[src/rtl/ibex_pkg.sv]
// Shared types and helpers for the register-file writeback arbiter.
// Holds the clear-sequencer state encoding and the x0/RV32E discard rule.
package ibex_pkg;

    typedef enum logic [0:0] {
        RF_WB_IDLE  = 1'b0,
        RF_WB_CLEAR = 1'b1
    } rf_wb_state_e;

    localparam int unsigned RF_WB_DW = 32;

    typedef struct packed {
        logic                we;
        logic [4:0]          waddr;
        logic [RF_WB_DW-1:0] wdata;
    } rf_wr_req_t;

    // x0 is hardwired; under RV32E the upper 16 registers do not exist.
    function automatic logic rf_wb_discard(input logic [4:0] waddr, input logic rv32e);
        return (waddr == 5'd0) || (rv32e && waddr[4]);
    endfunction

endpackage

[src/rtl/ibex_rf_wb_rr_arb.sv]
// Two-requester round-robin arbiter; index 0 is the LSU, index 1 the ALU.
// Priority moves to the other requester only on an accepted grant.
module ibex_rf_wb_rr_arb (
    input  logic       clk_i,
    input  logic       rst_ni,
    input  logic [1:0] req_i,
    input  logic       accept_i,
    output logic [1:0] gnt_o
);

    logic       r_prio;
    logic [1:0] w_gnt;

    // Grant: contention resolved by the pointer, a lone request always wins.
    always_comb begin
        w_gnt = 2'b00;
        case (req_i)
            2'b11:   w_gnt = r_prio ? 2'b10 : 2'b01;
            2'b01:   w_gnt = 2'b01;
            2'b10:   w_gnt = 2'b10;
            default: w_gnt = 2'b00;
        endcase
    end

    // Pointer register: favour whoever was not granted last.
    always_ff @(posedge clk_i or negedge rst_ni) begin
        if (!rst_ni) begin
            r_prio <= 1'b0;
        end else if (accept_i && (w_gnt != 2'b00)) begin
            r_prio <= w_gnt[0];
        end else begin
            r_prio <= r_prio;
        end
    end

    assign gnt_o = w_gnt;

endmodule

[src/rtl/ibex_rf_wb_arbiter.sv]
// Register-file write-port arbiter between ALU and LSU writeback paths.
// Define IBEX_RF_WB_CLEAR_EN to include the zero-all-registers clear sequencer.
module ibex_rf_wb_arbiter
    import ibex_pkg::*;
#(
    parameter bit          RV32E     = 1'b0,
    parameter int unsigned DataWidth = 32
) (
    input  logic                 clk_i,
    input  logic                 rst_ni,
    input  logic                 alu_valid_i,
    output logic                 alu_ready_o,
    input  logic [4:0]           alu_waddr_i,
    input  logic [DataWidth-1:0] alu_wdata_i,
    input  logic                 lsu_valid_i,
    output logic                 lsu_ready_o,
    input  logic [4:0]           lsu_waddr_i,
    input  logic [DataWidth-1:0] lsu_wdata_i,
    input  logic                 clear_req_i,
    output logic                 clear_busy_o,
    output logic                 rf_we_o,
    output logic [4:0]           rf_waddr_o,
    output logic [DataWidth-1:0] rf_wdata_o
);

    localparam logic [4:0] LAST_ADDR = RV32E ? 5'd15 : 5'd31;

    logic                 w_arb_en;
    logic [1:0]           w_req;
    logic [1:0]           w_gnt;
    logic                 w_hs;
    logic [4:0]           w_sel_addr;
    logic [DataWidth-1:0] w_sel_data;
    logic                 w_clr_active;
    logic [4:0]           w_clr_addr;

    logic                 r_we;
    logic [4:0]           r_waddr;
    logic [DataWidth-1:0] r_wdata;

`ifdef IBEX_RF_WB_CLEAR_EN
    rf_wb_state_e r_state;
    rf_wb_state_e w_state_nxt;
    logic [4:0]   r_cnt;
    logic [4:0]   w_cnt_nxt;

    // State and clear-address counter registers.
    always_ff @(posedge clk_i or negedge rst_ni) begin
        if (!rst_ni) begin
            r_state <= RF_WB_IDLE;
            r_cnt   <= 5'd1;
        end else begin
            r_state <= w_state_nxt;
            r_cnt   <= w_cnt_nxt;
        end
    end

    // Next state: clear requests are only honoured while idle.
    always_comb begin
        w_state_nxt = r_state;
        w_cnt_nxt   = r_cnt;
        case (r_state)
            RF_WB_IDLE: begin
                if (clear_req_i) begin
                    w_state_nxt = RF_WB_CLEAR;
                end else begin
                    w_state_nxt = RF_WB_IDLE;
                end
            end
            RF_WB_CLEAR: begin
                if (r_cnt == LAST_ADDR) begin
                    w_state_nxt = RF_WB_IDLE;
                    w_cnt_nxt   = 5'd1;
                end else begin
                    w_cnt_nxt   = r_cnt + 5'd1;
                end
            end
            default: begin
                w_state_nxt = RF_WB_IDLE;
                w_cnt_nxt   = 5'd1;
            end
        endcase
    end

    assign w_arb_en     = (r_state == RF_WB_IDLE);
    assign w_clr_active = (r_state == RF_WB_CLEAR);
    assign w_clr_addr   = r_cnt;
    assign clear_busy_o = w_clr_active;
`else
    logic w_unused_clear;

    assign w_unused_clear = clear_req_i;
    assign w_arb_en       = 1'b1;
    assign w_clr_active   = 1'b0;
    assign w_clr_addr     = 5'd0;
    assign clear_busy_o   = 1'b0;
`endif

    assign w_req = {alu_valid_i, lsu_valid_i} & {2{w_arb_en}};

    ibex_rf_wb_rr_arb u_rr_arb (
        .clk_i    (clk_i),
        .rst_ni   (rst_ni),
        .req_i    (w_req),
        .accept_i (w_arb_en),
        .gnt_o    (w_gnt)
    );

    assign lsu_ready_o = w_gnt[0];
    assign alu_ready_o = w_gnt[1];
    assign w_hs        = (w_gnt != 2'b00);

    // Route the granted requester onto the write path.
    always_comb begin
        w_sel_addr = lsu_waddr_i;
        w_sel_data = lsu_wdata_i;
        if (w_gnt[1]) begin
            w_sel_addr = alu_waddr_i;
            w_sel_data = alu_wdata_i;
        end else begin
            w_sel_addr = lsu_waddr_i;
            w_sel_data = lsu_wdata_i;
        end
    end

    // Registered write port; address and data hold when no write issues.
    always_ff @(posedge clk_i or negedge rst_ni) begin
        if (!rst_ni) begin
            r_we    <= 1'b0;
            r_waddr <= 5'd0;
            r_wdata <= {DataWidth{1'b0}};
        end else if (w_clr_active) begin
            r_we    <= 1'b1;
            r_waddr <= w_clr_addr;
            r_wdata <= {DataWidth{1'b0}};
        end else if (w_hs && !rf_wb_discard(w_sel_addr, RV32E)) begin
            r_we    <= 1'b1;
            r_waddr <= w_sel_addr;
            r_wdata <= w_sel_data;
        end else begin
            r_we    <= 1'b0;
        end
    end

    assign rf_we_o    = r_we;
    assign rf_waddr_o = r_waddr;
    assign rf_wdata_o = r_wdata;

endmodule
[config.mk]
export PLATFORM = sky130hd
export DESIGN_NAME = ibex_rf_wb_arbiter
export DESIGN_NICKNAME = d
export VERILOG_FILES = /design/src/rtl/ibex_pkg.sv /design/src/rtl/ibex_rf_wb_rr_arb.sv /design/src/rtl/ibex_rf_wb_arbiter.sv
export SDC_FILE = /design/constraint.sdc
export NUM_CORES = 1
export LEC_CHECK = 0
export BUFFER_PORTS_ARGS = -buffer_cell sky130_fd_sc_hd__buf_2
export CORE_MARGIN = 2
export CORE_UTILIZATION = 43
export CTS_BUF_LIST = sky130_fd_sc_hd__clkbuf_16
export DETAILED_ROUTE_END_ITERATION = 6
export GPL_TIMING_DRIVEN = 0
export HOLD_SLACK_MARGIN = 0.05
export PLACE_DENSITY_LB_ADDON = 0.3
export SLEW_MARGIN = 20
export SYNTH_ARGS = -nofsm -noshare
export SYNTH_HDL_FRONTEND = slang
export SYNTH_HIERARCHICAL = 1
export SYNTH_SLANG_ARGS = --single-unit
[constraint.sdc]
create_clock -name clk_i -period 2.74 [get_ports clk_i]
set_input_delay 0.548 -clock clk_i [delete_from_list [all_inputs] [get_ports clk_i]]
set_output_delay 0.548 -clock clk_i [all_outputs]
set_load 0.02 [all_outputs]
After elaboration in Yosys (flattened, before gate mapping):

Index checks and enable logic that the tools add are counted.

* logic and storage cells: 16
* output and inout port bits: 41
* input port bits: 79
* register bits after elaboration: 39

* eq/ne operators: 3
* reductions and logical operators: 4
* multiplexer cells: 5

Operator list (number)
* 32-bit 2-to-1 mux: 1
* 2-bit case mux with 3 select lines: 1
* 5-bit logical NOT: 1
* 5-bit 2-to-1 mux: 1
* 2-bit == test (second input constant): 2
* 2-bit by 1-bit == test with 1-bit output (second input constant): 1
* 2-bit 2-to-1 mux: 1
* 2-bit nonzero test: 1
* 1-bit logical AND: 1
* 1-bit logical NOT: 1
* 1-bit 2-to-1 mux: 1

Depth between registers and ports, before layout:

* depth after elaboration: 7
* depth in mapped cells: 7

Cells and area by module:

The synthesis kept the hierarchy.

Modules (own cells, without submodules)
* ibex_rf_wb_arbiter: area an instance 1990.7 um^2, sequential area each 950.9 um^2, cells each 130, instances 1
* ibex_rf_wb_rr_arb: area an instance 55.1 um^2, sequential area each 25.0 um^2, cells each 6, instances 1

Worst setup path before layout:

OpenSTA, ideal clock, no wires.

* path kind: input to register
* start: input port alu_valid_i
* end: register r_wdata[10], in the netlist rf_wdata_o[10]
* data arrival time: 2445 ps
* slack: 170 ps
* library setup time: 125 ps
* buffers on the path: 2
* data required time: 2615 ps
* stages on the path: 5
* cells stage by stage: a21boi_1 buf_1 clkbuf_1 mux2_2 mux2_4

* cells in the longest elaborated chain, start to end: 6
* elaborated cells on any way between the ends: 10
* classes of those cells: eq/ne (3); mux (3); reduce/logical (4)

RTL lines
* start: declaration: line ibex_rf_wb_arbiter.sv:11 `input logic alu_valid_i,`
* 2-bit == test / 2-bit by 1-bit == test with 1-bit output (equally long branches): line ibex_rf_wb_rr_arb.sv:17 `case (req_i)`
* 2-bit case mux with 3 select lines (*): line ibex_rf_wb_rr_arb.sv:17
* 5-bit 2-to-1 mux: line ibex_rf_wb_arbiter.sv:117 `if (w_gnt[1]) begin`
* 5-bit logical NOT: line ibex_pkg.sv:20 `return (waddr == 5'd0) || (rv32e && waddr[4]);`
* 1-bit logical NOT: line ibex_rf_wb_arbiter.sv:136 `end else if (w_hs && !rf_wb_discard(w_sel_addr, RV32E)) begin`
* 1-bit logical AND: line ibex_rf_wb_arbiter.sv:136
* end signal: assignment: line ibex_rf_wb_arbiter.sv:131 `r_wdata <= {DataWidth{1'b0}};`
* end signal: assignment: line ibex_rf_wb_arbiter.sv:135 `r_wdata <= {DataWidth{1'b0}};`
* end signal: assignment: line ibex_rf_wb_arbiter.sv:139 `r_wdata <= w_sel_data;`
* end: declaration: line ibex_rf_wb_arbiter.sv:39 `logic [DataWidth-1:0] r_wdata;`

Every way passes the cells marked *; elsewhere a longest branch is shown, timed or not.
A chain may end at the register's enable or synchronous reset.

Worst setup path after layout:

* start: register u_rr_arb.r_prio
* end: register r_wdata[6], in the netlist rf_wdata_o[6]

* cells in the longest elaborated chain, start to end: 6
* elaborated cells on any way between the ends: 8
* classes of those cells: mux (4); reduce/logical (4)

RTL lines
* start: declaration: line ibex_rf_wb_rr_arb.sv:11 `logic r_prio;`
* start signal: assignment: line ibex_rf_wb_rr_arb.sv:30 `r_prio <= w_gnt[0];`
* start signal: assignment: line ibex_rf_wb_rr_arb.sv:32 `r_prio <= r_prio;`
* 2-bit 2-to-1 mux (*): line ibex_rf_wb_rr_arb.sv:18 `2'b11: w_gnt = r_prio ? 2'b10 : 2'b01;`
* 2-bit case mux with 3 select lines (*): line ibex_rf_wb_rr_arb.sv:17
* 5-bit 2-to-1 mux: line ibex_rf_wb_arbiter.sv:117
* 5-bit logical NOT: line ibex_pkg.sv:20
* 1-bit logical NOT: line ibex_rf_wb_arbiter.sv:136
* 1-bit logical AND: line ibex_rf_wb_arbiter.sv:136

Marked as above.

==> results.yml <==
routing:
  vias_per_cell: 4.74
  wirelength_um: 4250
  wl_per_cell_um: 13.4
  vias: 1498
  firstDrtPassIters: 4
  drc: 0
  drtIter0Drc: 46
  ant_nets: 0
sta:
  fmax_mhz: 390
  fin_tns_setup_ns: 0
  finalCriticalPeriod_ns: 2.56
  fin_skew_ns: 0.00397
  maxSlewViolCount: 0
  slew_headroom_pct: 45.4
  grt_setup_unrepaired: "no"
  finalHoldViolations: 0
  finalSetupViolations: 0
  finalCritPeriodShare_pct: 93.5
  tightest_slew_ns: 0.820
  timing.hold.ws_ns: 0.374
cells_and_area:
  regArea_um2: 976
  final_common_cell: "buf_2"
  drive_above_1_share_pct: 76.3
  multi_input_area_um2: 1010
  area_delta_synth_final_pct: 40.1
  most-common-layout-cells: "buf_2, mux2_2, dfrtp_1"
  nets: 340
  diodes: 0
  fin_util_pct: 61.5
  design_area_um2: 2870
  fillCellCount: 381
logic_synthesis:
  syn_area_um2: 2050
  synth_top_family_by_area: "multiplexers"
  synth.area.top_cells: "dfrtp_1, mux2_2, mux2_4, buf_6, o22ai_2"
  synth_edf_count: 0
  syn_area_per_cell_um2: 15.0
  ys_warn_count: 6
  synthMuxAreaShare_pct: 44.2
  synthXorXnorAreaFrac_pct: 0
  seq_area_frac_synth_pct: 47.7
  synth_flop_cell: "dfrtp_1"
  synth_async_sr_flop_share_pct: 100
  synthSimpleGateAreaFrac_pct: 1.41
  synth-adder-area-share_pct: 0
  synth_area_leader_cell: "dfrtp_1"
  synth-seq-cells: 39
  synth_cell_types: 22
  synth_compound_area_share_pct: 3.24
  synth_cells: 136
  synth_top_area_share_pct: 47.7
placement:
  gp_congestion: 0.727
  placed_cell_area_um2: 2700
  dp_hpwl_um: 3370
  io_buffers: 117
floorplan:
  fp-row-count: 25
  core_region_area_um2: 4660
  dieArea_um2: 5330
  die_x_um: 73.0
  io_pins: 120
  start_util_pct: 43.9
  die_y_um: 73.0
power_and_ir_drop:
  internal_power_w: 0.00146
  switching_power_w: 0.000600
  total_power_w: 0.00206
  pwr-share-comb_pct: 33.1
  p_seq_share_pct: 36.5
  switching_share_pct: 29.1
  clockPowerShare_pct: 30.3
  leakagePower_nw: 1.48
  vdd_drop_max_mv: 0.449
  p_per_area_nw_per_um2: 718
grt:
  grt_pass1_wl_um: 6720
  grt_pass1_vias: 1446
  grt-ovfl-total: 0
  grt_max_degree: 40
  antenna_found_initial: 0
  grtUsageTotal_pct: 16.4
clock_network:
  cts_buffers: 5
  htree_num_levels: 2
  cts_tree: "yes"
  clk_pin_slew_ns: 0.06
  cts.sinks: 39
  clkLatencyLatePin_ns: 0.27
  post_cts.repair.setup_buffers: 0
  cts_root_buffer: "clkbuf_16"
  cts_hold_buf: 0
  post_cts_resized: 0
  clock_path_buffers: 2
critical_path:
  crit_path_start_kind: "flop"
  worstPathMaxFanout: 10
  path_cells: "inv_1 -> a21boi_1 -> buf_1 -> clkbuf_1 -> mux2_2 -> mux2_4"
  worst_ep_arrival_time_ns: 2.71
  worstSetupPathType: "flop to flop"
  cpPeakStageDelay_ns: 0.52
  cp_slowest_cell: "buf_1"
  cp_data_required_time_ns: 2.89
  cp-end-kind: "flop"
run:
  cap_viol_max_count: 0
hold_path:
  hp-class: "input pin to async pin"
run_status:
  status: "completed"
## cells in the mapped netlist, types with 2 or more instances
cell type  count
conb_1         2
buf_6          3
inv_1          2
clkbuf_1       3
dfrtp_1       39
nand2_1        2
mux2_4        28
mux2_2        42
o21ai_0        2
## power by group through the flow
stage / registers [W] / clock network, W / logic, W
finish: 0.000752 / 0.000625 / 0.000682
global route: 0.000769 / 0.000672 / 0.000730
CTS: 0.000754 / 0.000638 / 0.000693
detailed placement: 0.000762 / 0 / 0.000691
global placement: 0.000755 / 0 / 0.000682
floorplan: 0.000905 / 0 / 0.000309
## cells by family (layout without fill, tap and decap cells)
logic type	Yosys count	after routing
simple gates	5	5
flops	39	39
buf+inv	10	135
compound gates	9	9
other cells	2	3
mux	71	71
## worst max-delay path: cells and delay by family, from the launching register on
kind,cells,cell delay [ns]
mux,2,0.66
buf+inv,3,1.04
compound gates,1,0.35
flops,1,0.38
## layout make-up
| type | count | area share (%) |
|---|---|---|
| clock inverters | 3 | 1.35 |
| multi-input cells | 88 | 35.2 |
| flip-flops and latches | 39 | 34.0 |
| repair buffers | 117 | 20.4 |
| inverters | 2 | 0.262 |
| well taps | 54 | 2.36 |
| plain buffers | 8 | 1.96 |
| clock buffers | 5 | 4.36 |
## through the flow
stage,setup slack [ns],std cells
after global placement,-0.0441,308
after CTS,0.149,316
after detailed placement,-0.0854,308
after global routing,0.00115,316
after floorplan,0.170,137
final,0.178,316
## worst paths after layout
check                                 from               to  slack (ns)  depth (start not counted)
setup reg to reg           u_rr_arb/r_prio    rf_wdata_o[6]        0.18                          6
setup / recovery           u_rr_arb/r_prio    rf_wdata_o[6]        0.18                          6
min in group clk_i             alu_valid_i  u_rr_arb/r_prio        0.47                          2
hold / removal                      rst_ni    rf_wdata_o[8]        0.37                          1
hold reg to reg             rf_wdata_o[16]   rf_wdata_o[16]        0.50                          1
max in group asynchronous           rst_ni    rf_waddr_o[2]        1.85                          1
## sequential cells by signal, indices dropped and copies added (netlist names)
signal	flops
rf_we_o	1
rf_waddr_o	5
rf_wdata_o	32
u_rr_arb/r_prio	1
## metal layers
layer	GRT usage, %	part of all wire, %	vias to the layer above
met2	27.0	49	69
met5	0	0	-
met1	21.6	43	686
met4	4.94	1.2	0
met3	4.01	6.7	6
li1	-	-	737
No activity file was read; power rests on OpenSTA's default activity.
